--- config.mk ---
export PLATFORM = sky130hd
export DESIGN_NAME = hazard_ctrl_flat
export DESIGN_NICKNAME = d
export VERILOG_FILES = /design/src/rtl/pipe_ctrl_pkg.sv /design/src/rtl/hazard_ctrl_if.sv /design/src/rtl/sat_counter.sv /design/src/rtl/hazard_ctrl.sv /design/src/flat_wrapper.sv
export SDC_FILE = /design/constraint.sdc
export NUM_CORES = 1
export LEC_CHECK = 0
export CAP_MARGIN = 30
export CORE_MARGIN = 2
export CORE_UTILIZATION = 37
export DETAILED_ROUTE_END_ITERATION = 16
export PLACE_DENSITY = 0.78
export SYNTH_ARGS = -nofsm -noshare
export SYNTH_HDL_FRONTEND = slang
export SYNTH_SLANG_ARGS = --single-unit
--- constraint.sdc ---
create_clock -name Clk -period 1.9 [get_ports Clk]
set_clock_uncertainty 0.05 [all_clocks]
set_input_delay 0.38 -clock Clk [delete_from_list [all_inputs] [get_ports Clk]]
set_output_delay 0.38 -clock Clk [all_outputs]
set_load 0.005 [all_outputs]
--- src/rtl/pipe_ctrl_pkg.sv ---
`default_nettype none
// ============================================================================
//  Module      : pipe_ctrl_pkg
//  Description : Shared types and constants for the pipeline hazard control.
//  Revision    : 1.0 - initial release
// ============================================================================
package pipe_ctrl_pkg;

    // Width of an architectural register number.
    localparam int REG_W = 5;

    // Register 0 is hard-wired to zero, so it never carries a dependency.
    localparam logic [REG_W-1:0] RNONE = '0;

    // Hazard controller states.
    typedef enum logic [1:0] {
        INIT     = 2'd0,
        RUN      = 2'd1,
        MEM_WAIT = 2'd2
    } state_t;

endpackage
`default_nettype wire

--- src/rtl/hazard_ctrl_if.sv ---
`default_nettype none
// ============================================================================
//  Module      : hazard_ctrl_if
//  Description : Pipeline <-> hazard controller signal bundle.
//  Revision    : 1.0 - initial release
// ============================================================================
interface hazard_ctrl_if #(
    parameter int CNT_W = 16
);
    // Hazard sources observed in the pipeline.
    logic [pipe_ctrl_pkg::REG_W-1:0] id_rs;
    logic [pipe_ctrl_pkg::REG_W-1:0] id_rt;
    logic                            id_uses_rt;
    logic                            ex_MemtoReg;
    logic [pipe_ctrl_pkg::REG_W-1:0] ex_Rw;
    logic                            mem_Branch;
    logic                            mem_Zero;
    logic                            mem_Jump;
    logic                            dmem_req;
    logic                            dmem_ready;

    // Pipeline register / PC controls and status.
    logic             pc_stall;
    logic             pc_redirect;
    logic             ifid_stall;
    logic             ifid_bubble;
    logic             idex_stall;
    logic             idex_bubble;
    logic             exmem_stall;
    logic             exmem_bubble;
    logic             memwb_stall;
    logic             memwb_bubble;
    logic             mem_err;
    logic [CNT_W-1:0] stall_cycles;
    logic [CNT_W-1:0] flush_count;

    // Pipeline side: supplies hazard sources, consumes controls.
    modport master (
        output id_rs, id_rt, id_uses_rt, ex_MemtoReg, ex_Rw,
               mem_Branch, mem_Zero, mem_Jump, dmem_req, dmem_ready,
        input  pc_stall, pc_redirect, ifid_stall, ifid_bubble,
               idex_stall, idex_bubble, exmem_stall, exmem_bubble,
               memwb_stall, memwb_bubble, mem_err, stall_cycles, flush_count
    );

    // Controller side.
    modport slave (
        input  id_rs, id_rt, id_uses_rt, ex_MemtoReg, ex_Rw,
               mem_Branch, mem_Zero, mem_Jump, dmem_req, dmem_ready,
        output pc_stall, pc_redirect, ifid_stall, ifid_bubble,
               idex_stall, idex_bubble, exmem_stall, exmem_bubble,
               memwb_stall, memwb_bubble, mem_err, stall_cycles, flush_count
    );
endinterface
`default_nettype wire

--- src/rtl/sat_counter.sv ---
`default_nettype none
// ============================================================================
//  Module      : sat_counter
//  Description : Up-counter that sticks at all-ones; synchronous clear.
//  Revision    : 1.0 - initial release
// ============================================================================
module sat_counter #(
    parameter int WIDTH = 16
) (
    input  wire logic             clk,
    input  wire logic             inc,
    input  wire logic             clr,
    output logic      [WIDTH-1:0] count_o
);
    logic [WIDTH-1:0] count_q;

    // Clear wins; otherwise count up until every bit is set.
    always_ff @(posedge clk) begin
        if (clr) begin
            count_q <= '0;
        end else if (inc && !(&count_q)) begin
            count_q <= count_q + 1'b1;
        end
    end

    assign count_o = count_q;
endmodule
`default_nettype wire

--- src/rtl/hazard_ctrl.sv ---
`default_nettype none
// ============================================================================
//  Module      : hazard_ctrl
//  Description : Five-stage pipeline hazard controller: load-use stall,
//                taken branch/jump flush, data-memory wait with watchdog,
//                saturating stall/flush statistics.
//  Revision    : 1.0 - initial release
// ============================================================================
module hazard_ctrl
    import pipe_ctrl_pkg::*;
#(
    parameter int MEM_TIMEOUT = 16,
    parameter int CNT_W       = 16
) (
    input  wire logic    Clk,
    input  wire logic    Reset,
    hazard_ctrl_if.slave hz
);
    localparam int                WAIT_W    = (MEM_TIMEOUT > 1) ? $clog2(MEM_TIMEOUT) : 1;
    localparam logic [WAIT_W-1:0] WAIT_LAST = WAIT_W'(MEM_TIMEOUT - 1);

    state_t            state_q;
    logic [WAIT_W-1:0] wait_cnt_q;
    logic              mem_err_q;

    logic taken, lu, timeout, mhold;
    logic pc_stall, pc_redirect;
    logic ifid_stall, ifid_bubble, idex_stall, idex_bubble;
    logic exmem_stall, exmem_bubble, memwb_stall, memwb_bubble;
    logic stall_inc;

    // Raw hazard terms. The watchdog term drops mhold on the last permitted
    // wait cycle so the pipeline is forced forward.
    assign taken   = (hz.mem_Branch && hz.mem_Zero) || hz.mem_Jump;
    assign lu      = hz.ex_MemtoReg && (hz.ex_Rw != RNONE) &&
                     ((hz.ex_Rw == hz.id_rs) || (hz.id_uses_rt && (hz.ex_Rw == hz.id_rt)));
    assign timeout = (state_q == MEM_WAIT) && (wait_cnt_q == WAIT_LAST);
    assign mhold   = hz.dmem_req && !hz.dmem_ready && !timeout;

    // Priority decoder: one action per cycle, stall and bubble exclusive per register.
    always_comb begin
        pc_stall     = 1'b0;
        pc_redirect  = 1'b0;
        ifid_stall   = 1'b0;
        ifid_bubble  = 1'b0;
        idex_stall   = 1'b0;
        idex_bubble  = 1'b0;
        exmem_stall  = 1'b0;
        exmem_bubble = 1'b0;
        memwb_stall  = 1'b0;
        memwb_bubble = 1'b0;
        if (Reset || (state_q == INIT)) begin
            pc_stall     = 1'b1;
            ifid_bubble  = 1'b1;
            idex_bubble  = 1'b1;
            exmem_bubble = 1'b1;
            memwb_bubble = 1'b1;
        end else if (mhold) begin
            pc_stall     = 1'b1;
            ifid_stall   = 1'b1;
            idex_stall   = 1'b1;
            exmem_stall  = 1'b1;
            memwb_bubble = 1'b1;
        end else if (taken) begin
            pc_redirect  = 1'b1;
            ifid_bubble  = 1'b1;
            idex_bubble  = 1'b1;
            exmem_bubble = 1'b1;
        end else if (lu) begin
            pc_stall     = 1'b1;
            ifid_stall   = 1'b1;
            idex_bubble  = 1'b1;
        end
    end

    // Controller FSM: one INIT cycle after reset, then track memory waits.
    always_ff @(posedge Clk) begin
        if (Reset) begin
            state_q    <= INIT;
            wait_cnt_q <= '0;
            mem_err_q  <= 1'b0;
        end else begin
            case (state_q)
                INIT: state_q <= RUN;
                RUN: begin
                    if (mhold) begin
                        state_q    <= MEM_WAIT;
                        wait_cnt_q <= '0;
                    end
                end
                MEM_WAIT: begin
                    if (timeout) begin
                        mem_err_q <= 1'b1;
                    end
                    if (!mhold) begin
                        state_q <= RUN;
                    end else begin
                        wait_cnt_q <= wait_cnt_q + 1'b1;
                    end
                end
                default: state_q <= INIT;
            endcase
        end
    end

    // Stalls are only counted once the pipeline is live (not the INIT flush).
    assign stall_inc = pc_stall && !Reset && ((state_q == RUN) || (state_q == MEM_WAIT));

    sat_counter #(.WIDTH(CNT_W)) u_stall_cnt (
        .clk     (Clk),
        .inc     (stall_inc),
        .clr     (Reset),
        .count_o (hz.stall_cycles)
    );

    sat_counter #(.WIDTH(CNT_W)) u_flush_cnt (
        .clk     (Clk),
        .inc     (pc_redirect),
        .clr     (Reset),
        .count_o (hz.flush_count)
    );

    assign hz.pc_stall     = pc_stall;
    assign hz.pc_redirect  = pc_redirect;
    assign hz.ifid_stall   = ifid_stall;
    assign hz.ifid_bubble  = ifid_bubble;
    assign hz.idex_stall   = idex_stall;
    assign hz.idex_bubble  = idex_bubble;
    assign hz.exmem_stall  = exmem_stall;
    assign hz.exmem_bubble = exmem_bubble;
    assign hz.memwb_stall  = memwb_stall;
    assign hz.memwb_bubble = memwb_bubble;
    assign hz.mem_err      = mem_err_q;
endmodule
`default_nettype wire

--- src/flat_wrapper.sv ---
// flat-port wrapper written by rule: the top's interface ports become plain ports
module hazard_ctrl_flat import pipe_ctrl_pkg::*;
#(
    parameter int MEM_TIMEOUT = 16,
    parameter int CNT_W       = 16
)
  (Clk, Reset, hz_id_rs, hz_id_rt, hz_id_uses_rt, hz_ex_MemtoReg, hz_ex_Rw, hz_mem_Branch, hz_mem_Zero, hz_mem_Jump, hz_dmem_req, hz_dmem_ready, hz_pc_stall, hz_pc_redirect, hz_ifid_stall, hz_ifid_bubble, hz_idex_stall, hz_idex_bubble, hz_exmem_stall, hz_exmem_bubble, hz_memwb_stall, hz_memwb_bubble, hz_mem_err, hz_stall_cycles, hz_flush_count);
  hazard_ctrl_if #(.CNT_W(CNT_W)) hz_i ();
  input  wire logic Clk;
  input  wire logic Reset;
  input wire logic [$bits(hz_i.id_rs)-1:0] hz_id_rs;
  input wire logic [$bits(hz_i.id_rt)-1:0] hz_id_rt;
  input wire logic [$bits(hz_i.id_uses_rt)-1:0] hz_id_uses_rt;
  input wire logic [$bits(hz_i.ex_MemtoReg)-1:0] hz_ex_MemtoReg;
  input wire logic [$bits(hz_i.ex_Rw)-1:0] hz_ex_Rw;
  input wire logic [$bits(hz_i.mem_Branch)-1:0] hz_mem_Branch;
  input wire logic [$bits(hz_i.mem_Zero)-1:0] hz_mem_Zero;
  input wire logic [$bits(hz_i.mem_Jump)-1:0] hz_mem_Jump;
  input wire logic [$bits(hz_i.dmem_req)-1:0] hz_dmem_req;
  input wire logic [$bits(hz_i.dmem_ready)-1:0] hz_dmem_ready;
  output wire logic [$bits(hz_i.pc_stall)-1:0] hz_pc_stall;
  output wire logic [$bits(hz_i.pc_redirect)-1:0] hz_pc_redirect;
  output wire logic [$bits(hz_i.ifid_stall)-1:0] hz_ifid_stall;
  output wire logic [$bits(hz_i.ifid_bubble)-1:0] hz_ifid_bubble;
  output wire logic [$bits(hz_i.idex_stall)-1:0] hz_idex_stall;
  output wire logic [$bits(hz_i.idex_bubble)-1:0] hz_idex_bubble;
  output wire logic [$bits(hz_i.exmem_stall)-1:0] hz_exmem_stall;
  output wire logic [$bits(hz_i.exmem_bubble)-1:0] hz_exmem_bubble;
  output wire logic [$bits(hz_i.memwb_stall)-1:0] hz_memwb_stall;
  output wire logic [$bits(hz_i.memwb_bubble)-1:0] hz_memwb_bubble;
  output wire logic [$bits(hz_i.mem_err)-1:0] hz_mem_err;
  output wire logic [$bits(hz_i.stall_cycles)-1:0] hz_stall_cycles;
  output wire logic [$bits(hz_i.flush_count)-1:0] hz_flush_count;
  assign hz_i.id_rs = hz_id_rs;
  assign hz_i.id_rt = hz_id_rt;
  assign hz_i.id_uses_rt = hz_id_uses_rt;
  assign hz_i.ex_MemtoReg = hz_ex_MemtoReg;
  assign hz_i.ex_Rw = hz_ex_Rw;
  assign hz_i.mem_Branch = hz_mem_Branch;
  assign hz_i.mem_Zero = hz_mem_Zero;
  assign hz_i.mem_Jump = hz_mem_Jump;
  assign hz_i.dmem_req = hz_dmem_req;
  assign hz_i.dmem_ready = hz_dmem_ready;
  assign hz_pc_stall = hz_i.pc_stall;
  assign hz_pc_redirect = hz_i.pc_redirect;
  assign hz_ifid_stall = hz_i.ifid_stall;
  assign hz_ifid_bubble = hz_i.ifid_bubble;
  assign hz_idex_stall = hz_i.idex_stall;
  assign hz_idex_bubble = hz_i.idex_bubble;
  assign hz_exmem_stall = hz_i.exmem_stall;
  assign hz_exmem_bubble = hz_i.exmem_bubble;
  assign hz_memwb_stall = hz_i.memwb_stall;
  assign hz_memwb_bubble = hz_i.memwb_bubble;
  assign hz_mem_err = hz_i.mem_err;
  assign hz_stall_cycles = hz_i.stall_cycles;
  assign hz_flush_count = hz_i.flush_count;
  hazard_ctrl #(.MEM_TIMEOUT(MEM_TIMEOUT), .CNT_W(CNT_W)) u_core (.Clk(Clk), .Reset(Reset), .hz(hz_i));
endmodule
# ---- Word level (Yosys, flattened, before mapping)
# Index checks and enable logic that the tools add are counted.
dict set report word_totals {
  in_bits 24
  elab_cells 65
  reg_bits 39
  output_inout_bits 43
}
dict set report classes {
  eq_ne 8
  addsub 3
  muxes 21
  n_reduce_logical 28
}
# operator count
set ops {}
lappend ops {{16-bit by 1-bit adder with 16-bit output (second input constant)} 2}
lappend ops {{16-bit AND reduction} 2}
lappend ops {{1-bit two-way mux} 15}
lappend ops {{1-bit logical AND} 11}
lappend ops {{5-bit equality test} 2}
lappend ops {{4-bit two-way mux} 2}
lappend ops {{4-bit case mux with 2 select lines} 1}
lappend ops {{2-bit case mux with 3 select lines} 1}
lappend ops {{1-bit zero test} 5}
lappend ops {{5-bit nonzero test} 1}
lappend ops {{4-bit by 1-bit adder with 4-bit output (second input constant)} 1}
lappend ops {{4-bit equality test (second input constant)} 1}
lappend ops {{1-bit logical OR} 4}
lappend ops {{2-bit two-way mux} 2}
lappend ops {{2-bit by 1-bit != test with 1-bit output (second input constant)} 2}
lappend ops {{2-bit AND reduction} 2}
lappend ops {{3-bit AND reduction} 1}
lappend ops {{2-bit by 1-bit equality test with 1-bit output (second input constant)} 1}
lappend ops {{2-bit equality test (second input constant)} 1}
lappend ops {{2-bit zero test} 1}
lappend ops {{2-bit != test (second input constant)} 1}
lappend ops {{2-bit nonzero test} 1}

# ---- Longest topological paths before layout
# Gate-level depths: netlist (run 1).
dict set report depth {
  word_depth 11
  depth_mapped 11
  mapped_depth_nobuf 8
}

# ---- Cells and area by module
# A second synthesis (run 1) with hierarchy kept.
dict set report unflattened {
  hier_cells 275
  area_unflattened_um2 2293.4
}
# module area_per_inst_um2 cells_each seq_area_each_um2 n_inst
set modules_own_cells {}
lappend modules_own_cells {sat_counter 833.3 96 320.3 2}
lappend modules_own_cells {hazard_ctrl 626.9 83 140.1 1}

# ---- Least setup slack after synthesis (run 1)
# Ideal clock, no wire load.
dict set report synth_timing {
  path_kind {flip-flop to flip-flop}
  start {register u_core.state_q[0]}
  end {register u_core.u_flush_cnt.count_q[9] (netlist: u_core.u_flush_cnt.count_o[9])}
  setup_time_ps 129
  stages_incl_launch_ff 11
  t_arrival_ps 1950
  required_ps 1721
  period_less_slack_ps 2129
  setup_slack_ps -229
  n_path_buf 2
  cell_sequence {dfxtp_1 inv_1 ha_1 buf_4 nand4_2 a2111oi_4 o31a_1 buf_2 and3_1 xnor2_1 nor2_1}
}
dict set report synth_via {
  elab_chain_cells 7
  elab_cells_between_ends 9
  classes_between {1 x eq/ne; 2 x mux; 6 x reduce/logical}
}
# element line_no
set synth_rtl {}
lappend synth_rtl {{from (decl)} hazard_ctrl.sv:22} ;# state_t state_q;
lappend synth_rtl {{from (signal assigned)} hazard_ctrl.sv:79} ;# state_q <= INIT;
lappend synth_rtl {{from (signal assigned)} hazard_ctrl.sv:84} ;# INIT: state_q <= RUN;
lappend synth_rtl {{from (signal assigned)} hazard_ctrl.sv:87} ;# state_q <= MEM_WAIT;
lappend synth_rtl {{2-bit equality test} hazard_ctrl.sv:37} ;# assign timeout = (state_q == MEM_WAIT) && (wait_cnt_q == WAIT_LAST);
lappend synth_rtl {{1-bit logical AND} hazard_ctrl.sv:37}
lappend synth_rtl {{1-bit zero test} hazard_ctrl.sv:38} ;# assign mhold = hz.dmem_req && !hz.dmem_ready && !timeout;
lappend synth_rtl {{1-bit logical AND} hazard_ctrl.sv:38}
lappend synth_rtl {{1-bit two-way mux} hazard_ctrl.sv:58} ;# end else if (mhold) begin
lappend synth_rtl {{1-bit two-way mux *} hazard_ctrl.sv:52} ;# if (Reset || (state_q == INIT)) begin
lappend synth_rtl {{net hz_pc_redirect} flat_wrapper.sv:22} ;# output wire logic [$bits(hz_i.pc_redirect)-1:0] hz_pc_redirect;
lappend synth_rtl {{1-bit logical AND *} sat_counter.sv:21} ;# end else if (inc && !(&count_q)) begin
lappend synth_rtl {{to (signal assigned)} sat_counter.sv:22} ;# count_q <= count_q + 1'b1;
lappend synth_rtl {{to (decl)} sat_counter.sv:15} ;# logic [WIDTH-1:0] count_q;
# Mark *: on every way through the listed nets, which the timed path passes. The rest lies on a longest branch.
# A chain may end at the register's enable or synchronous reset.

# ---- Worst setup path after layout (run 1)
dict set report layout_timing {
  start {input port hz_ex_Rw[3]}
  end {register u_core.u_stall_cnt.count_q[11] (netlist: u_core.u_stall_cnt.count_o[11])}
}
dict set report layout_via {
  elab_chain_cells 11
  elab_cells_between_ends 14
  classes_between {2 x eq/ne; 4 x mux; 8 x reduce/logical}
}
# element line_no
set layout_rtl {}
lappend layout_rtl {{from (decl)} flat_wrapper.sv:15} ;# input wire logic [$bits(hz_i.ex_Rw)-1:0] hz_ex_Rw;
lappend layout_rtl {{5-bit equality test} hazard_ctrl.sv:36} ;# ((hz.ex_Rw == hz.id_rs) || (hz.id_uses_rt && (hz.ex_Rw == hz.id_rt)));
lappend layout_rtl {{1-bit logical AND} hazard_ctrl.sv:36}
lappend layout_rtl {{1-bit logical OR} hazard_ctrl.sv:36}
lappend layout_rtl {{1-bit logical AND *} hazard_ctrl.sv:35} ;# assign lu = hz.ex_MemtoReg && (hz.ex_Rw != RNONE) &&
lappend layout_rtl {{1-bit two-way mux *} hazard_ctrl.sv:69} ;# end else if (lu) begin
lappend layout_rtl {{1-bit two-way mux *} hazard_ctrl.sv:64} ;# end else if (taken) begin
lappend layout_rtl {{1-bit two-way mux *} hazard_ctrl.sv:58}
lappend layout_rtl {{1-bit two-way mux *} hazard_ctrl.sv:52}
lappend layout_rtl {{1-bit logical AND * (2 in series)} hazard_ctrl.sv:107} ;# assign stall_inc = pc_stall && !Reset && ((state_q == RUN) || (state_q == MEM_WAIT));
lappend layout_rtl {{1-bit logical AND *} sat_counter.sv:21}
lappend layout_rtl {{to (signal assigned)} sat_counter.sv:22}
lappend layout_rtl {{to (decl)} sat_counter.sv:15}
# Every way passes the cells marked *; elsewhere a longest branch is shown, timed or not.

==> results of run 1 <==
-- registers in the layout, summed over array words and instances (netlist names) --
signal,count
u_core.u_flush_cnt.count_o,16
u_core.state_q,2
u_core.hz.mem_err,1
u_core.u_stall_cnt.count_o,16
u_core.wait_cnt_q,4
-- timing repair --
action                                  CTS  global route
setup buffers                            14             7
cloned                                    3             0
resized for setup                       102            49
endpoints found under the hold margin     0             0
pin swaps                                40            29
endpoints found under the setup margin   41            45
-- cells in the final DEF (no fill, tap or decap), drive strengths merged, types with 2 or more instances in the layout --
master         count
or3                6
clkdlybuf4s15      4
inv                6
nand3             16
nor2              28
and4               4
o21ai             10
ha                 6
dfxtp             39
clkdlybuf4s50     33
and3               6
nor3               7
dlygate4sd2       12
or4               12
o31ai             11
xor2               8
clkbuf            12
xnor2             14
nand4             13
nor2b              2
a21oi             27
and2               2
or3b               2
o21bai             2
buf               79
nand2             17
-- power by group through the flow --
stage	registers [mW]	clock network (mW)	logic, mW
4_1_cts	0.839	0.635	0.567
6_report	0.839	0.624	0.598
5_1_grt	0.841	0.670	0.634
3_5_place_dp	0.858	0	0.425
2_1_floorplan	0.863	0	0.234
3_3_place_gp	0.857	0	0.414
-- worst paths after layout --
| check | startpoint | endpoint | slack (ns) | cells past startpoint |
|---|---|---|---|---|
| setup reg to reg | u_core.wait_cnt_q[1]$_SDFFE_PP0P_ | u_core.u_stall_cnt.count_o[11]$_SDFFE_PP0P_ | -0.22 | 10 |
| setup / recovery | hz_ex_Rw[3] | u_core.u_stall_cnt.count_o[11]$_SDFFE_PP0P_ | -0.27 | 11 |
| hold / removal | u_core.hz.mem_err$_SDFFE_PP0P_ | u_core.hz.mem_err$_SDFFE_PP0P_ | 0.42 | 2 |
| hold reg to reg | u_core.hz.mem_err$_SDFFE_PP0P_ | u_core.hz.mem_err$_SDFFE_PP0P_ | 0.42 | 2 |
-- layout make-up --
type                       count  area (um^2)  share of cell area
inverter                       6         22.5             0.00573
timing repair buffer         132         1200               0.306
tap                           75         93.8              0.0239
sequential                    39          787               0.200
clock buffer                   8          100              0.0255
multi-input combinational    208         1730               0.439
-- cells by family (layout without fill, tap and decap cells) --
kind of cell / after synthesis / in the layout / synth area share
muxes: 1 / 1 / 0.00440
DFF: 39 / 39 / 0.343
adders and majority gates: 6 / 6 / 0.0330
xor gates and xnor gates: 22 / 22 / 0.0848
and+or+nand+nor: 119 / 119 / 0.291
buffers and inverters: 21 / 146 / 0.0512
AOI/OAI and AO/OA: 59 / 59 / 0.191
other: 1 / 1 / 0.00165
-- layer usage --
metal | vias to the layer above | wire length, um | global-route usage
li1 | 1225 | - | -
met4 | 0 | 137 | 0.0650
met3 | 12 | 414 | 0.0402
met5 | - | 0 | 0
met2 | 67 | 3780 | 0.406
met1 | 1236 | 3040 | 0.243
-- metrics by stage --
| step | utilization | instance area (um^2) | worst slack, ns | std cells |
|---|---|---|---|---|
| after floorplan | - | 2380 | -0.101 | 268 |
| after global placement | 0.574 | 3400 | -0.775 | 441 |
| after detailed placement | 0.574 | 3400 | -0.803 | 441 |
| after CTS | 0.633 | 3750 | -0.232 | 464 |
| after global routing | 0.664 | 3930 | -0.330 | 468 |
| final | 0.664 | 3930 | -0.265 | 468 |
-- tightest hold or removal path: cells and delay by family (launching register included) --
family,cells,cell delay (ns)
DFF,1,0.31
AOI/OAI and AO/OA,1,0.05
buffers and inverters,1,0.06
==> flow_summary.yaml, run 1 <==
detailed_routing:
  drc_errors: 0
  vias: 2540
  drt_wl_total_um: 7370
  drtPass1Iterations: 4
  vias_per_cell: 5.43
  wire_per_inst_um: 15.8
  drt_iter0_markers: 153
  postRouteAntennaNets: 0
power:
  power.total_mw: 2.06
  power_density_nw_per_um2: 524
  pwr-share-seq: 0.407
  p_int_mw: 1.48
  power_switching_uw: 581
  swShare: 0.282
  pwr-share-comb: 0.290
  leakage_nw: 1.48
  vdd_drop_max_v: 0.000491
  p_clk_frac: 0.303
finish:
  area_growth_pct: 72.9
  drive_gt1_frac: 0.417
  fillCellCount: 488
  num_antenna_cells: 0
  fin_nets: 422
worst_setup_path:
  critPathLaunchType: "input pin"
  end_kind: "flip-flop"
  cp_max_fo: 8
  worstPathArrival_ns: 2.34
  crit_top_cell: "buf_6"
  critical_path_buf_inv_count: 5
  crit_family: "compound AO/OA/AOI/OAI gates"
  critPathKind: "in -> reg"
  crit_path_cell_trace: "buf_6 -> or4_1 -> o21a_1 -> buf_6 -> buf_6 -> and3_4 -> a22oi_4 -> buf_6 -> buf_16 -> o31ai_4 -> a21oi_2"
  cp.required_ns: 2.08
  worst_path_max_delay_cell: "or4_1"
  slowest_delay_ns: 0.51
clocking:
  numCtsBuffers: 5
  cts_tree: "yes"
  cts_hold_buffers: 0
  cts_buffer_depth: 2
  root_buffer: "clkbuf_8"
  clk_pin_slew_ns: 0.08
  cts.sinks: 39
  clock_tree.htree_level_count: 2
  clk_latency_ns: 0.29
global_route:
  grt_antenna_before_repair: 0
  grtUsageTotal: 0.216
  grt_pass1_wl_um: 11400
  first_global_vias: 2487
  gr-total-overflow: 0
  grt_max_degree: 40
sta:
  hold_viol: 0
  period_needed_ns: 2.17
  tightest_slew_ns: 0.517
  slew_viol_final: 0
  hold_slack_ns: 0.418
  setup_viol: 38
  timing.final.ws_setup_ns: -0.265
  fin_tns_setup_ns: -7.17
  fmax_mhz: 462
  period_share: 1.14
  rsz0062_at_grt: "true"
  relSlewSlack: 0.656
placement:
  port_buffers: 65
  hpwlAfterDp_um: 4600
  gp_congestion: 0.766
synthesis:
  synth.cell_area_um2: 2270
  netlist_instances: 268
  async_flop_share: 0
  yosysMostFrequentCell: "dfxtp_1"
  synth_edf_count: 0
  syn_area_per_cell_um2: 8.48
  synth_largest_area_cell: "dfxtp_1"
  ys_warn_count: 0
  synth_nets: 298
  ys_seq_area_frac: 0.343
  ys_top_cells_by_count: "dfxtp_1 (39), nor2_1 (27), a21oi_1 (19), nand2_1 (17), nand3_1 (16)"
  synth_cell_types: 49
  synth_ff_type: "dfxtp_1"
  synthTopCellsByArea: "dfxtp_1 (34%), xnor2_1 (5.4%), nor2_1 (4.5%)"
  ys_ff_latch: 39
  synth_top_cell_area_share: 0.343
floorplanning:
  fp-row-count: 28
  core_um2: 5920
  dieHeight_um: 82.4
  fp.dieArea_um2: 6790
  ios: 67
  initial_core_util: 0.384
  fp.dieW_um: 82.4
run:
  cap_violations: 0
status:
  violations: "setup timing"
  status: "finished, violations left"
hold_path:
  min_path_type: "reg -> reg"
Note: power is estimated with default switching activity, not from simulation.
==> run 2: changes to the inputs <==
TNS_END_PERCENT = 100   (was default)
==> results of run 2 <==
No change in the layout: final DEF, timing and power equal those of run 1.
